===== config.mk =====
export PLATFORM = sky130hd
export DESIGN_NAME = uart_tx_ctrl
export DESIGN_NICKNAME = d
export VERILOG_FILES = /design/src/rtl/uart_tx_pkg.sv /design/src/rtl/tx_parity_calc.sv /design/src/rtl/uart_tx_ctrl.sv
export SDC_FILE = /design/constraint.sdc
export NUM_CORES = 1
export LEC_CHECK = 0
export CAP_MARGIN = 30
export CELL_PAD_IN_SITES_DETAIL_PLACEMENT = 1
export CELL_PAD_IN_SITES_GLOBAL_PLACEMENT = 1
export CORE_AREA = 2 2 43 45
export DETAILED_ROUTE_END_ITERATION = 12
export DIE_AREA = 0 0 45 47
export PLACE_DENSITY = 0.76
export SETUP_SLACK_MARGIN = 0.5
export SLEW_MARGIN = 20
export SYNTH_ARGS = -nofsm -noshare
export SYNTH_HDL_FRONTEND = slang
export SYNTH_SLANG_ARGS = --single-unit

===== constraint.sdc =====
create_clock -name CLK -period 4.1 [get_ports CLK]
set_clock_uncertainty 0.1 [all_clocks]
set_input_delay 0.82 -clock CLK [delete_from_list [all_inputs] [get_ports CLK]]
set_output_delay 0.82 -clock CLK [all_outputs]
set_load 0.02 [all_outputs]

===== src/rtl/uart_tx_pkg.sv =====
// Purpose: shared encodings for the UART transmit frame controller.
// Latency: n/a (types and constants only).
// Backpressure: n/a.
package uart_tx_pkg;

    // Default payload width; matches the bit serializer width.
    localparam int DATA_WIDTH_DEF = 8;

    // Line levels for the framing bits.
    localparam logic START_BIT = 1'b0;
    localparam logic STOP_BIT  = 1'b1;

    // Frame controller states. The encoding is 3 bits, so codes 5..7 are
    // unused and are recovered to IDLE.
    typedef enum logic [2:0] {
        S_IDLE   = 3'd0,
        S_START  = 3'd1,
        S_DATA   = 3'd2,
        S_PARITY = 3'd3,
        S_STOP   = 3'd4
    } state_e;

endpackage


===== src/rtl/tx_parity_calc.sv =====
// Purpose: registers the parity of a byte when load is high (even or odd per PAR_TYP).
// Latency: parity valid on the cycle after load.
// Backpressure: none; holds its value until the next load.
//
// Ports:
//   CLK     system clock, posedge
//   RST     synchronous active-low reset, clears parity to 0
//   data    byte to compute parity over
//   PAR_TYP 0 = even parity, 1 = odd parity
//   load    capture strobe (frame accept)
//   parity  registered parity bit
module tx_parity_calc #(
    parameter int DATA_WIDTH = 8
) (
    input  logic                  CLK,
    input  logic                  RST,
    input  logic [DATA_WIDTH-1:0] data,
    input  logic                  PAR_TYP,
    input  logic                  load,
    output logic                  parity
);

    logic parity_q;
    logic parity_d;

    always_comb begin
        parity_d = parity_q;
        if (load) begin
            // Even parity makes the total count of ones even, so the bit is
            // the XOR of the data; odd parity is its complement.
            parity_d = PAR_TYP ? ~^data : ^data;
        end
    end

    always_ff @(posedge CLK) begin
        if (!RST) begin
            parity_q <= 1'b0;
        end else begin
            parity_q <= parity_d;
        end
    end

    assign parity = parity_q;

endmodule


===== src/rtl/uart_tx_ctrl.sv =====
// Purpose: UART transmit frame controller: start bit, LSB-first data, optional parity, stop bit(s).
// Latency: start bit begins 1 cycle after the accept edge; one bit per CLK.
// Backpressure: requests are taken only in IDLE; upstream holds Data_Valid until busy=0.
//
// Ports:
//   CLK        system clock (also the baud tick), posedge
//   RST        synchronous active-low reset; aborts any frame in progress
//   P_DATA     parallel byte, sampled at accept
//   Data_Valid request to send P_DATA
//   PAR_EN     insert a parity bit after the data (latched at accept)
//   PAR_TYP    0 = even, 1 = odd (latched at accept)
//   ser_data   current bit from the serializer, LSB first
//   ser_en     shift enable to the serializer, high only during data bits
//   busy       frame in progress; serializer loads only while low
//   TX_OUT     serial line, idle high
module uart_tx_ctrl
    import uart_tx_pkg::*;
#(
    parameter int DATA_WIDTH = DATA_WIDTH_DEF,
    parameter int STOP_BITS  = 1
) (
    input  logic                  CLK,
    input  logic                  RST,
    input  logic [DATA_WIDTH-1:0] P_DATA,
    input  logic                  Data_Valid,
    input  logic                  PAR_EN,
    input  logic                  PAR_TYP,
    input  logic                  ser_data,
    output logic                  ser_en,
    output logic                  busy,
    output logic                  TX_OUT
);

    localparam int               CNT_W     = (DATA_WIDTH > 1) ? $clog2(DATA_WIDTH) : 1;
    localparam logic [CNT_W-1:0] LAST_BIT  = CNT_W'(DATA_WIDTH - 1);
    // STOP_BITS is 1 or 2, so a single-bit counter covers it.
    localparam logic             LAST_STOP = 1'(STOP_BITS - 1);

    state_e           state_q,    state_d;
    logic [CNT_W-1:0] bit_cnt_q,  bit_cnt_d;
    logic             stop_cnt_q, stop_cnt_d;
    logic             par_en_q,   par_en_d;
    logic             accept;
    logic             parity_bit;

    // Parity is captured in the accept cycle, alongside the serializer load,
    // so later PAR_TYP changes cannot affect the frame being sent.
    tx_parity_calc #(
        .DATA_WIDTH (DATA_WIDTH)
    ) u_parity (
        .CLK     (CLK),
        .RST     (RST),
        .data    (P_DATA),
        .PAR_TYP (PAR_TYP),
        .load    (accept),
        .parity  (parity_bit)
    );

    // Next-state, bit counter and stop counter.
    always_comb begin
        state_d    = state_q;
        bit_cnt_d  = bit_cnt_q;
        stop_cnt_d = stop_cnt_q;
        par_en_d   = par_en_q;
        accept     = 1'b0;

        case (state_q)
            S_IDLE: begin
                if (Data_Valid) begin
                    accept   = 1'b1;
                    par_en_d = PAR_EN;
                    state_d  = S_START;
                end
            end
            S_START: begin
                state_d = S_DATA;
            end
            S_DATA: begin
                if (bit_cnt_q == LAST_BIT) begin
                    bit_cnt_d = '0;
                    state_d   = par_en_q ? S_PARITY : S_STOP;
                end else begin
                    bit_cnt_d = bit_cnt_q + 1'b1;
                end
            end
            S_PARITY: begin
                state_d = S_STOP;
            end
            S_STOP: begin
                if (stop_cnt_q == LAST_STOP) begin
                    stop_cnt_d = 1'b0;
                    state_d    = S_IDLE;
                end else begin
                    stop_cnt_d = stop_cnt_q + 1'b1;
                end
            end
            default: begin
                // Unused encodings fall back to a clean idle.
                state_d    = S_IDLE;
                bit_cnt_d  = '0;
                stop_cnt_d = 1'b0;
            end
        endcase
    end

    // Outputs depend on the state register only (plus the serializer bit
    // passed through during data), so they are glitch-free per state.
    always_comb begin
        TX_OUT = STOP_BIT;
        busy   = 1'b0;
        ser_en = 1'b0;

        case (state_q)
            S_START: begin
                TX_OUT = START_BIT;
                busy   = 1'b1;
            end
            S_DATA: begin
                TX_OUT = ser_data;
                busy   = 1'b1;
                ser_en = 1'b1;
            end
            S_PARITY: begin
                TX_OUT = parity_bit;
                busy   = 1'b1;
            end
            S_STOP: begin
                TX_OUT = STOP_BIT;
                busy   = 1'b1;
            end
            default: begin
                TX_OUT = STOP_BIT;
                busy   = 1'b0;
                ser_en = 1'b0;
            end
        endcase
    end

    always_ff @(posedge CLK) begin
        if (!RST) begin
            state_q    <= S_IDLE;
            bit_cnt_q  <= '0;
            stop_cnt_q <= 1'b0;
            par_en_q   <= 1'b0;
        end else begin
            state_q    <= state_d;
            bit_cnt_q  <= bit_cnt_d;
            stop_cnt_q <= stop_cnt_d;
            par_en_q   <= par_en_d;
        end
    end

endmodule


After elaboration in Yosys (flattened, before gate mapping)
Index checks and enable logic that the tools add are counted.

Add/sub/neg operators: 2. Equal/unequal tests: 8. Mux-type cells: 15. Reduce and logical (&&, ||, !) cells: 8.

Operators with widths (number): two-way mux 3 bit (5); case mux 3 bit (5 select lines) (1); OR reduction 4 bit (3); XNOR reduction 8 bit (1); XOR reduction 8 bit (1); equality test 3 x 2 -> 1 bit (second input constant) (2); equality test 3 bit (second input constant) (2); two-way mux 1 bit (6); != test 2 bit (second input constant) (3); case mux 3 bit (2 select lines) (1); adder 3 x 1 -> 3 bit (second input constant) (1); equality test 3 x 1 -> 1 bit (second input constant) (1); zero test 3 bit (1); case mux 1 bit (3 select lines) (1); AND reduction 3 bit (1); case mux 1 bit (2 select lines) (1); AND reduction 2 bit (1); adder 1 bit (second input constant) (1).

Register bits after elaboration: 9. Output and inout bits: 3. Word-level logic and storage cells: 38.

Depth between registers and ports, before layout
Depth after elaboration: 3. Mapped depth: 6.

Hierarchy
Synthesis repeated with hierarchy kept, for this count alone.

Cell total of the unflattened synthesis: 57. Area, all modules: 525.5 µm².

By module, submodules not included: uart_tx_ctrl (instances 1, cells each 46, area each 410.4 µm², seq. area each 140.1 µm²); tx_parity_calc (instances 1, cells each 11, area each 115.1 µm², seq. area each 20.0 µm²).

Least setup slack after synthesis
No wires, ideal clock.

Path type: input -> output. Start: in ser_data. End: out TX_OUT. Data arrival time: 1108 ps. Data required time: 3180 ps. Slack: 2072 ps. Stages: 2. Path through: o21ai_0 > nand2_1.

Longest elaborated chain between the ends: 1.

Ends and longest elaborated chain: start, declared (RTL line uart_tx_ctrl.sv:28) `input logic ser_data,`; case mux 1 bit (3 select lines) (RTL line uart_tx_ctrl.sv:113) `case (state_q)`; end, declared (RTL line uart_tx_ctrl.sv:31) `output logic TX_OUT`.

No other way between the ends.

Worst setup path in the final report
Ends and elaborated chain as after synthesis.

==> results.txt <==
----------------------------------------------------
[Status]
  Result of the run ... finished clean

[Hold path]
  Hold/Removal Path Class ... reg2reg

[Finish]
  Area of all sequential standard cells ... 160 sq um
  Layout Cell Area excl Fill ... 709 sq um
  Share of layout cells above drive strength 1 ... between 6 and 7%
  Share of the core filled with cells ... between 40% and 50%
  Number of nets in the layout ... 96
  Synthesis-to-finish area growth ... 39.0%
  Antenna Cells ... 0
  Footprint of the multi-input gates ... about 330 sq um
  Layout fillers ... just under 200

[Critical path]
  Worst path top cell family by delay ... buffers and inverters
  Startpoint-to-endpoint class of the critical path ... in2out
  Slowest Stage Delay on Critical Path ... a little under 0.6 ns
  Library cell appearing most often on the critical path ... clkdlybuf4s50_1
  Buffers plus inverters on the worst setup path ... 2
  Data arrival time of the worst path ... around 2 ns
  Setup slack of the worst register-to-register path ... about 2.7 ns
  Critical path data required time ... ~3.2 ns
  Worst path cell trace ... clkdlybuf4s50_1 -> o21ai_0 -> nand2_1 -> clkdlybuf4s50_1
  CP Launch Type ... input port
  Endpoint type of the worst setup path ... output port
  Max Fanout on Critical Path ... 1
  Slowest stage cell on the critical path ... clkdlybuf4s50_1

[Clock network]
  Clock transition at the registers of the reported paths ... 0.05 ns
  Clock latency on the worst-skew pair ... 0.25 ns
  Resized Gates After CTS ... 0
  Count of hold-fix buffers inserted at cts ... 0
  Total CTS buffers ... 3
  CTS max path bufs ... 2
  CTS tree ... done
  Number of buffers inserted to repair setup after CTS ... 0
  Clock root cell ... clkbuf_4
  CTS H-tree lvls ... 1
  Sinks on the clock net ... 8

[Timing]
  Unrepaired setup endpoints after global routing ... false
  Count of pins over their slew limit ... 0
  Final worst path period share ... 71.3%
  Maximum clock frequency ... 0.342 GHz
  Worst Max-Slew Pin Slew ... about 0.4 ns
  Setup TNS ... 0 ns
  Final hold violations ... 0
  Final critical delay including setup and external delays ... 2.92 ns
  Max_slew headroom ... between 70% and 80%
  Number of endpoints failing setup at the final stage ... 0

[Power and ir drop]
  LEAKAGE ... roughly 0.28 nW
  VDD IR-drop max ... 0.000148 V
  Net switching power of the design ... ~55 uW
  Portion of total power attributed to combinational logic ... 27.9%
  Cell-internal power ... 151 uW
  Power density over the cells ... approximately 290 nW/um^2
  Part of the total power dissipated in the clock network ... roughly 29%
  Share of total power consumed by net switching ... a little over a quarter
  Seq pwr share ... 43.6%

[Synthesis]
  Post-Syn Area per Cell ... about 8.5 sq um
  Number of warnings printed during yosys synthesis ... 0
  Netlist cell types ... 25
  Post-synthesis cell area ... roughly 510 sq um
  Number of synthesized register bits ... 8
  Post-synthesis net count ... 76
  Instance count of the mapped netlist ... 60
  Sequential cell area fraction in the yosys report ... between 30% and 40%

[Floorplanning]
  Core Box Area ... 1650 sq um
  IO Pins ... 17
  Number of cell rows ... 15
  Starting Density ... about 30%
  DIE WIDTH ... ~45 um
  Die Height ... between 40 and 50 um
  Area of the die ... roughly 2100 sq um

[Global routing]
  Remaining Overflow, GRT ... 0
  Global-route wire length before repair ... between 1.5 and 2 mm
  Antenna violations before repair ... 0
  Via count of the first global-routing pass ... roughly 450
  GRT Overall Usage ... a little over an eighth
  Pin count of the biggest net entering global routing ... 12

[Route]
  Via total after detailed routing ... around 470
  Vias per Instance ... 4.89
  DRC errors left ... 0
  Final routed wirelength across all metal layers ... 1.12 mm
  First-pass DRT Iterations ... 4
  Count of nets left with antenna violations after detail routing ... 0
  Routed length per placed instance ... approximately 12 um
  Number of violations reported at the end of detailed-routing iteration 0 ... 1

[Placed design]
  Port bufs ... 16
  Placer congestion estimate ... about 0.7
  DPL Wire Length ... 902 um
  Cell Area, Placed ... around 690 sq um

[Job]
  Max Cap Violations ... 0

----------------------------------------------------
==> worst register-to-register path: cells and delay by family (launching register included) <==
kind / cells / cell delay, ns
buffers and inverters: 1 / 0.08
flip-flops: 1 / 0.39
adder cells (fa/ha/maj): 2 / 0.42
AO/OA/AOI/OAI: 2 / 0.29
AND/OR/NAND/NOR: 1 / 0.06
==> registers in the layout, summed over array words and instances (netlist names) <==
register and cells:
u_parity.parity 1, state_q 3, bit_cnt_q 3, par_en_q 1
==> area by class of cell <==
type / count / area share, %
multi-input combinational: 48 / 47.1
sequential: 8 / 22.6
timing repair buffer: 16 / 22.6
clock buffer: 3 / 3.17
tap: 17 / 3.00
inverter: 3 / 1.59
==> final timing paths <==
| check | startpoint | to | cells after the start |
|---|---|---|---|
| setup / recovery | ser_data | TX_OUT | 4 |
| hold / removal | bit_cnt_q[1] | bit_cnt_q[1] | 2 |
| setup reg to reg | bit_cnt_q[0] | bit_cnt_q[1] | 6 |
| hold reg to reg | bit_cnt_q[1] | bit_cnt_q[1] | 2 |
==> cells by family after synthesis <==
| kind of cell | count (synthesis) | synth area share, % |
|---|---|---|
| adder cells (fa/ha/maj) | 2 | 4.90 |
| buffers and inverters | 4 | 3.19 |
| AO/OA/AOI/OAI | 13 | 16.7 |
| XOR/XNOR | 7 | 14.7 |
| flip-flops | 8 | 31.4 |
| AND/OR/NAND/NOR | 26 | 29.2 |
==> cell usage after synthesis <==
cell type  instances  area share (%)
nand2_1           10             7.4
dfxtp_1            8              31
nor2_1             5             3.7
nor2b_1            4             4.9
xnor2_1            4             6.9
a21oi_1            3             2.9
inv_1              3             2.2
a22oi_1            2             2.9
ha_1               2             4.9
nand2b_1           2             2.5
o21ai_0            2             2.0
xor2_1             2             3.4
a211o_1            1             1.7
a21boi_1           1             1.5
a31oi_1            1             1.2
a32o_1             1             2.0
and2_1             1             1.2
buf_2              1            0.98
nor3_1             1            0.98
nor3b_1            1             1.5
nor3b_2            1             2.5
nor4b_4            1             4.7
o21ai_1            1            0.98
o31ai_1            1             1.5
xnor3_1            1             4.4
==> per-layer routing <==
metal	vias up	track usage, %	wire length (um)
met2	9	22.3	556
met3	2	4.62	51
li1	243	-	-
met1	211	15.5	503
met5	-	0	0
met4	0	3.53	9
==> power by group through the flow <==
stage	sequential [mW]	clock [mW]	combinational, mW
5_1_grt	0.0905	0.0673	0.0626
3_3_place_gp	0.0909	0	0.0567
2_1_floorplan	0.0883	0	0.0357
6_report	0.0895	0.0587	0.0572
3_5_place_dp	0.0911	0	0.0577
4_1_cts	0.0894	0.0638	0.0579
==> layout by cell type (no fill, tap or decap) <==
| cell type | synthesis | final |
|---|---|---|
| xnor3_1 | 1 | 1 |
| nor4b_4 | 1 | 1 |
| nor2_1 | 5 | 5 |
| o21ai_1 | 1 | 1 |
| inv_1 | 3 | 3 |
| nor2b_1 | 4 | 4 |
| a21boi_1 | 1 | 1 |
| o21ai_0 | 2 | 2 |
| o31ai_1 | 1 | 1 |
| a22oi_1 | 2 | 2 |
| nor3b_2 | 1 | 1 |
| nand2b_1 | 2 | 2 |
| xor2_1 | 2 | 2 |
| a32o_1 | 1 | 1 |
| ha_1 | 2 | 2 |
| dfxtp_1 | 8 | 8 |
| nand2_1 | 10 | 10 |
| a21oi_1 | 3 | 3 |
| nor3b_1 | 1 | 1 |
| nor3_1 | 1 | 1 |
| and2_1 | 1 | 1 |
| a211o_1 | 1 | 1 |
| clkbuf_4 | 0 | 3 |
| xnor2_1 | 4 | 4 |
| clkdlybuf4s50_1 | 0 | 16 |
| a31oi_1 | 1 | 1 |
==> stage by stage <==
stage	cells	hold slack (ns)	setup slack, ns	total power, mW
finish	95	0.381	1.18	0.205
global route	95	0.414	1.09	0.220
CTS	95	0.383	1.17	0.211
detailed placement	92	0.375	1.17	0.149
global placement	92	0.366	1.18	0.148
floorplan	60	0.352	2.07	0.124
(Power assumes the default switching activity.)
